--- src/rtl/tb4004_pkg.sv ---
// Shared phase encoding and watchdog width for the machine-cycle timer.
// Phases run A1..X3 (0..7); one machine cycle is eight phases.
package tb4004_pkg;

  localparam int PH_W = 3;
  localparam int WD_W = 24;

  typedef enum logic [PH_W-1:0] {
    PH_A1 = 3'd0,
    PH_A2 = 3'd1,
    PH_A3 = 3'd2,
    PH_M1 = 3'd3,
    PH_M2 = 3'd4,
    PH_X1 = 3'd5,
    PH_X2 = 3'd6,
    PH_X3 = 3'd7
  } phase_e;

  function automatic logic [7:0] phase_onehot(input phase_e p);
    return 8'b0000_0001 << p;
  endfunction

endpackage

--- src/rtl/tick_watchdog.sv ---
// Tick watchdog: counts running clocks since the last tick, saturating at limit.
// expired is a registered sticky flag, set the clock after the count sits at limit; limit==0 disables it.
module tick_watchdog
  import tb4004_pkg::*;
(
  input  logic            clk,
  input  logic            rst,
  input  logic            tick,
  input  logic            run,
  input  logic [WD_W-1:0] limit,
  output logic            expired
);

  logic [WD_W-1:0] cnt_q, cnt_d;
  logic            expired_q, expired_d;

  // A tick always wins over a count already at the limit.
  always_comb begin
    cnt_d     = cnt_q;
    expired_d = expired_q;
    if (tick) begin
      cnt_d = '0;
    end else if (run) begin
      if ((limit != '0) && (cnt_q == limit)) expired_d = 1'b1;
      if (cnt_q < limit) cnt_d = cnt_q + WD_W'(1);
    end
  end

  always_ff @(posedge clk) begin
    if (rst) begin
      cnt_q     <= '0;
      expired_q <= 1'b0;
    end else begin
      cnt_q     <= cnt_d;
      expired_q <= expired_d;
    end
  end

  assign expired = expired_q;

endmodule

--- src/rtl/cycle_timer.sv ---
// Machine-cycle phase sequencer: advances A1..X3 one clock after each tick while run; all outputs registered.
// Optional single-step parking at A1 is built only when SINGLE_STEP_EN is defined.
module cycle_timer
  import tb4004_pkg::*;
#(
  parameter logic [WD_W-1:0] TICK_TIMEOUT = 24'hFFFFFF
) (
  input  logic            clk,
  input  logic            rst,
  input  logic            tick,
  input  logic            run,
`ifdef SINGLE_STEP_EN
  input  logic            stepMode,
  input  logic            stepReq,
  output logic            stepAck,
`endif
  output logic [PH_W-1:0] phase,
  output logic [7:0]      phaseOneHot,
  output logic            sync,
  output logic            cycleEnd,
  output logic [15:0]     cycleCount,
  output logic            tickLost
);

  phase_e      state_q, state_d;
  logic [7:0]  onehot_q, onehot_d;
  logic        sync_q, sync_d;
  logic        end_q, end_d;
  logic [15:0] count_q, count_d;
  logic        parked;
  logic        adv;

  assign adv = tick && run && !parked;

`ifdef SINGLE_STEP_EN
  logic granted_q, granted_d;
  logic req_prev_q;
  logic ack_q;
  logic grant;

  // Parked at A1 until a fresh stepReq rising level is seen; the grant is consumed when A1 is left.
  assign parked = stepMode && (state_q == PH_A1) && !granted_q;
  assign grant  = parked && stepReq && !req_prev_q;

  always_comb begin
    granted_d = granted_q;
    if (grant) begin
      granted_d = 1'b1;
    end else if (adv && (state_q == PH_A1)) begin
      granted_d = 1'b0;
    end
  end

  always_ff @(posedge clk) begin
    if (rst) begin
      granted_q  <= 1'b0;
      req_prev_q <= 1'b0;
      ack_q      <= 1'b0;
    end else begin
      granted_q  <= granted_d;
      req_prev_q <= stepReq;
      ack_q      <= grant;
    end
  end

  assign stepAck = ack_q;
`else
  assign parked = 1'b0;
`endif

  always_comb begin
    state_d  = state_q;
    onehot_d = onehot_q;
    sync_d   = sync_q;
    end_d    = 1'b0;
    count_d  = count_q;
    if (adv) begin
      state_d  = phase_e'(state_q + 3'd1);
      onehot_d = phase_onehot(state_d);
      sync_d   = (state_d == PH_X3);
      if (state_q == PH_X3) begin
        end_d   = 1'b1;
        count_d = count_q + 16'd1;
      end
    end
  end

  always_ff @(posedge clk) begin
    if (rst) begin
      state_q  <= PH_A1;
      onehot_q <= 8'h01;
      sync_q   <= 1'b0;
      end_q    <= 1'b0;
      count_q  <= 16'd0;
    end else begin
      state_q  <= state_d;
      onehot_q <= onehot_d;
      sync_q   <= sync_d;
      end_q    <= end_d;
      count_q  <= count_d;
    end
  end

  // Parking counts as activity so the watchdog stays cleared while waiting for a step.
  tick_watchdog u_wd (
    .clk     (clk),
    .rst     (rst),
    .tick    (tick || parked),
    .run     (run),
    .limit   (TICK_TIMEOUT),
    .expired (tickLost)
  );

  assign phase       = state_q;
  assign phaseOneHot = onehot_q;
  assign sync        = sync_q;
  assign cycleEnd    = end_q;
  assign cycleCount  = count_q;

endmodule

--- config.mk ---
export PLATFORM = sky130hd
export DESIGN_NAME = cycle_timer
export DESIGN_NICKNAME = d
export VERILOG_FILES = /design/src/rtl/tb4004_pkg.sv /design/src/rtl/tick_watchdog.sv /design/src/rtl/cycle_timer.sv
export SDC_FILE = /design/constraint.sdc
export NUM_CORES = 1
export LEC_CHECK = 0
export BUFFER_PORTS_ARGS = -buffer_cell sky130_fd_sc_hd__buf_2
export CAP_MARGIN = 20
export CORE_MARGIN = 10
export CORE_UTILIZATION = 45
export DETAILED_ROUTE_END_ITERATION = 10
export PLACE_DENSITY = 0.63
export SLEW_MARGIN = 20
export SYNTH_ARGS = -nofsm -noshare
export SYNTH_HDL_FRONTEND = slang
export SYNTH_SLANG_ARGS = --single-unit
export TNS_END_PERCENT = 1
--- constraint.sdc ---
create_clock -name clk -period 3.2 [get_ports clk]
set_input_delay 0.64 -clock clk [delete_from_list [all_inputs] [get_ports clk]]
set_output_delay 0.64 -clock clk [all_outputs]
set_load 0.02 [all_outputs]
After elaboration in Yosys (flattened, before gate mapping)
Index checks and enable logic that the tools add are counted.
- word-level logic and storage cells: 24
- register bits after elaboration: 54
- output and inout port bits: 30
- input port bits: 4
- reductions and logical operators: 6
- add/sub/neg operators: 3
- equal/unequal tests: 3
- shifts and indexed selects: 1
- muxes and demuxes: 1
- bitwise operators: 2
- order comparisons: 1
- operators by type and width (kind ; count):
    adder 24 x 1 -> 24 bit (second input constant) ; 1
    == test 24 bit (second input constant) ; 1
    < comparator 24 bit (second input constant) ; 1
    adder 16 x 1 -> 16 bit (second input constant) ; 1
    << shifter 1 x 3 -> 8 bit (first input constant) ; 1
    == test 3 bit (second input constant) ; 2
    AND reduction 2 bit ; 2
    OR reduction 2 bit ; 2
    adder 3 x 1 -> 3 bit (second input constant) ; 1
    AND reduction 3 bit ; 1
    inverter 1 bit ; 2
    logical AND 1 bit ; 1
    two-way mux 1 bit ; 1

Logic depth before layout (Yosys ltp)
- depth after elaboration: 3
- depth in mapped cells: 7
- gate-level depth less buffers: 7

Cells and area by module
A second synthesis with hierarchy kept.
- cells, all modules: 407
- area, all modules: 3354.5 sq um
- by module, submodules not included (module ; sequential area each (sq um) ; cells an instance ; times used ; area each (sq um)):
    tick_watchdog ; 500.5 ; 260 ; 1 ; 2097.0
    cycle_timer ; 560.5 ; 147 ; 1 ; 1257.5

Least setup slack after synthesis
No wires, ideal clock.
- path kind: input to register
- start: input port run
- end: register u_wd.cnt_q[15]
- buffers on the path: 2
- data arrival time: 2.071 ns
- setup time: 0.059 ns
- stages: 7
- path slack: 1.070 ns
- required time: 3.141 ns
- cells stage by stage: buf_2 > nand4_1 > or3_1 > a21o_1 > buf_4 > or4_1 > nand2_1
- longest elaborated chain between the ends: 1
- RTL lines (element ; line ; source):
    from (decl) ; cycle_timer.sv:11 ; input logic run,
    AND reduction 2 bit (no source line) ; - ;
    to (signal assigned) ; tick_watchdog.sv:34 ; cnt_q <= cnt_d;
    to (decl) ; tick_watchdog.sv:14 ; logic [WD_W-1:0] cnt_q, cnt_d;
No other way between the ends.
A chain may end at the register's enable or synchronous reset.

Worst setup path in the final report
- start: register u_wd.cnt_q[0]
- end: register u_wd.cnt_q[19]
- longest elaborated chain between the ends: 2
- elaborated cells between the ends (all ways): 3
- classes of those cells: add/sub (1); order compare (1); reduce/logical (1)
- RTL lines (element ; line ; source):
    < comparator 24 bit ; tick_watchdog.sv:25 ; if (cnt_q < limit) cnt_d = cnt_q + WD_W'(1);
    AND reduction 2 bit (no source line) ; - ;
Several ways; a longest one is shown, not always the timed one.

==> reports/summary.log <==
INFO  outcome        run_status=finished clean
INFO  sta            clock-skew-final=0.00740ns
INFO  power          net-switching-power=264uW
INFO  critical_path  cp_cell_sequence=ha_1 -> nand4_1 -> nor4_2 -> a21o_1 -> or4_1 -> a21oi_1
INFO  critical_path  cp_slowest_stage_delay=0.60ns
INFO  clocking       clk_pin_slew=0.10ns
INFO  cells_and_area fillers=500
INFO  power          vdd_drop_max=0.000195V
INFO  place          routability_congestion_estimate=0.796
INFO  drt            drc=0
INFO  clocking       clockRootBuffer=clkbuf_8
INFO  sta            layout_worst_path_cycle_share=66.8%
INFO  critical_path  worst_endpoint_data_arrival_time=2.32ns
INFO  synthesis      synth_top_cell_area_share=43.5%
INFO  cells_and_area antenna_cells_inserted=0
INFO  place          place.detailed.instances=376
INFO  die            design.die.area=8760um2
INFO  power          power_per_cell_area=403nW/um2
INFO  cells_and_area finalNetCount=325
INFO  sta            maxClockFrequency=0.468GHz
INFO  synthesis      number_of_enable_type_register_cells_in_the_synthesized_netlist=0
INFO  power          power.sequential.fraction=61.0%
INFO  synthesis      synth.net_count=299
INFO  critical_path  critical_path.slowest_cell=nor4_2
INFO  clocking       cts_setup_buffers=0
INFO  synthesis      primary_flip_flop_cell_chosen_by_synthesis_mapping=dfxtp_1
INFO  sta            final-max-slew-violation-count=0
INFO  die            die_x=93.6um
INFO  cells_and_area post_route_cells_drive_above_1_share=16.6%
INFO  global_routing antenna_found_initial=0
INFO  place          place_hpwl=3.57mm
INFO  sta            finalSetupViolCount=0
INFO  power          p_comb_share=4.1%
INFO  power          internal_power=833uW
INFO  clocking       clock_tree_from_tritoncts=done
INFO  critical_path  worst_setup_path_end_kind=flip-flop
INFO  sta            timing.setup.tns=0ns
INFO  power          power.switching_fraction=24.1%
INFO  die            fp-row-count=26
INFO  critical_path  setup.worst_path.start_class=flip-flop
INFO  power          clock_power_share=34.9%
INFO  global_routing total_routing_resource_utilization_after_global_routing=12.2%
INFO  clocking       cts-root-to-sink-buffers=2
INFO  drt            number_of_nets_with_antenna_violations_after_detailed_routing=0
INFO  power          lkg_pwr=0.000981uW
INFO  sta            max_slew.worst_pin.slew=0.634ns
INFO  clocking       hold_buffers=0
INFO  sta            final-hold-violation-count=0
INFO  clocking       total_of_cells_resized_after_clock_tree_synthesis=0
INFO  drt            routed_wirelength=5.02mm
INFO  clocking       numClockSinks=53
INFO  synthesis      synthTopCellsByArea=dfxtp_1 (44%), xnor2_1 (8.3%), nor2_1 (5.7%), nand2_1 (4.8%), a21oi_1 (4.7%)
INFO  global_routing wire_length_of_the_first_global_routing_pass=8.83mm
INFO  synthesis      post_synth.cell_area_avg=8.50um2
INFO  synthesis      synthCells=287
INFO  synthesis      synth_sequential_area_ratio=43.5%
INFO  cells_and_area p_r_area_growth_vs_syn=11.4%
INFO  synthesis      synth.cell_area=2440um2
INFO  global_routing overflow=0
INFO  die            fp.dieH=93.6um
INFO  place          placement.io_buffers=33
INFO  synthesis      ys_seq_elements=53
INFO  synthesis      yosysUniqueCellTypes=40
INFO  flow_run       cap_violations=0
INFO  drt            num_vias=2000
INFO  critical_path  critical_path_required=3.38ns
INFO  min_path       hold_path_class=reg2reg
INFO  critical_path  crit_type=reg2reg
INFO  sta            slew_margin_rel=57.4%
INFO  global_routing largest_net_degree_at_the_start_of_global_routing=32
INFO  drt            initialDrtViolationCount=91
INFO  drt            routed_via_density=5.21
INFO  synthesis      synth_top_area_cell=dfxtp_1
INFO  die            effective_utilization_at_floorplan=47.1%
INFO  die            design.portCount=34
INFO  synthesis      synth.yosys.warnings=0
INFO  synthesis      asyncSetResetFlopFracSynth=0%
INFO  clocking       inserted_clock_buffers=5
INFO  critical_path  crit_fanout=12
INFO  clocking       worstSkewPairLatency=0.31ns
INFO  clocking       htree_num_levels=2
INFO  die            core_region_area=5170um2
INFO  drt            drt_pass1_iterations=4
INFO  sta            rsz0062_at_grt=no
INFO  sta            post-route-min-period=2.14ns
INFO  drt            routed_wire_length_per_instance=13.1um
INFO  sta            worst_hold_margin=0.456ns
INFO  global_routing vias_in_the_first_global_route=1918
INFO  cells_and_area post_layout_nonfiller_instances=384
-- critical path: cells and delay by family (launching register included) --
family | cells | cell delay (ns)
AOI/OAI and AO/OA | 2 | 0.45
adders and majority gates | 1 | 0.21
DFF | 1 | 0.40
and+or+nand+nor | 3 | 0.95
-- final cells by class --
cell class                 instances  area [um2]  area share [%]
timing repair buffer              35         180            6.63
clock buffer                       5        68.8            2.53
multi-input combinational        211        1270            46.8
clock inverter                     3        22.5           0.829
inverter                           7        26.3           0.967
tap                               70        87.6            3.22
sequential                        53        1060            39.0
-- registers in the layout, summed over array words and instances, names as in the netlist --
signal,cells
cycleCount,16
cycleEnd,1
phase,3
phaseOneHot,8
u_wd.cnt_q,24
u_wd.expired,1
-- through the flow --
stage | cell area (um2) | total power [uW] | utilization (%) | setup slack [ns]
global route | 2720 | 1140 | 52.5 | 0.770
CTS | 2720 | 1110 | 52.5 | 1.05
global placement | 2630 | 729 | 50.8 | 1.04
detailed placement | 2630 | 730 | 50.8 | 0.969
finish | 2720 | 1100 | 52.5 | 1.06
floorplan | 2440 | 717 | - | 1.07
-- cells by family after synthesis --
logic type | share of synthesized area (%)
AO/OA/AOI/OAI | 9.49
XOR/XNOR | 10.4
adder cells (fa/ha/maj) | 4.10
buffers and inverters | 4.36
flip-flops | 43.5
multiplexers | 0.410
AND/OR/NAND/NOR | 27.7
-- power groups by stage --
stage          logic [uW]  clock network (uW)  registers, uW
2_1_floorplan        28.5                   0            688
3_3_place_gp         45.1                   0            684
3_5_place_dp         46.0                   0            684
4_1_cts              46.3                 397            669
5_1_grt              52.4                 422            670
6_report             45.0                 382            669
-- path summary, 6_finish.rpt --
check | startpoint | endpoint | slack [ns] | depth (start not counted)
max reg2reg | u_wd.cnt_q[0]$_SDFFE_PP0P_ | u_wd.cnt_q[19]$_SDFFE_PP0P_ | 1.06 | 6
min | phaseOneHot[2]$_SDFFE_PP0N_ | phaseOneHot[2]$_SDFFE_PP0N_ | 0.46 | 2
max | u_wd.cnt_q[0]$_SDFFE_PP0P_ | u_wd.cnt_q[19]$_SDFFE_PP0P_ | 1.06 | 6
min reg2reg | phaseOneHot[2]$_SDFFE_PP0N_ | phaseOneHot[2]$_SDFFE_PP0N_ | 0.46 | 2
-- metal layers --
metal	GRT usage (%)	wire length [um]	part of all wire, %	up-vias
met5	0	0	0	-
met4	5.32	80	1.6	0
met3	4.16	258	5.1	7
met2	19.0	2260	45	35
met1	15.0	2420	48	920
li1	-	-	-	1038
-- Yosys cell counts, types with 2 or more instances --
cell / instances
o21ai_0: 5
dfxtp_1: 53
nand3b_1: 3
a21o_1: 2
or2_2: 3
xor2_1: 6
or3_1: 6
nor2_1: 37
nor3_1: 10
xnor2_1: 23
inv_1: 7
a21oi_1: 23
nand3_1: 12
nand2_1: 31
o31ai_1: 2
buf_4: 3
clkbuf_1: 9
and4_1: 3
buf_2: 2
nand4_1: 11
nor4_1: 5
a211oi_1: 3
or4_1: 3
ha_1: 8
and2_1: 2
-- layout by cell type (no fill, tap or decap), types with 2 or more instances in the layout --
cell type | synthesis | layout
buf_4 | 3 | 2
nor2_1 | 37 | 37
clkinv_4 | 0 | 2
nand3_1 | 12 | 12
a211oi_1 | 3 | 3
or3_1 | 6 | 6
nand4_1 | 11 | 11
ha_1 | 8 | 8
nand3b_1 | 3 | 3
o31ai_1 | 2 | 2
nor4_1 | 5 | 5
and2_1 | 2 | 2
a21o_1 | 2 | 2
clkbuf_8 | 0 | 5
buf_2 | 2 | 33
and4_1 | 3 | 3
o21ai_0 | 5 | 5
nand2_1 | 31 | 31
xnor2_1 | 23 | 23
a21oi_1 | 23 | 23
dfxtp_1 | 53 | 53
nor3_1 | 10 | 10
xor2_1 | 6 | 6
or4_1 | 3 | 3
inv_1 | 7 | 7
or2_2 | 3 | 3
(Power assumes the default switching activity.)
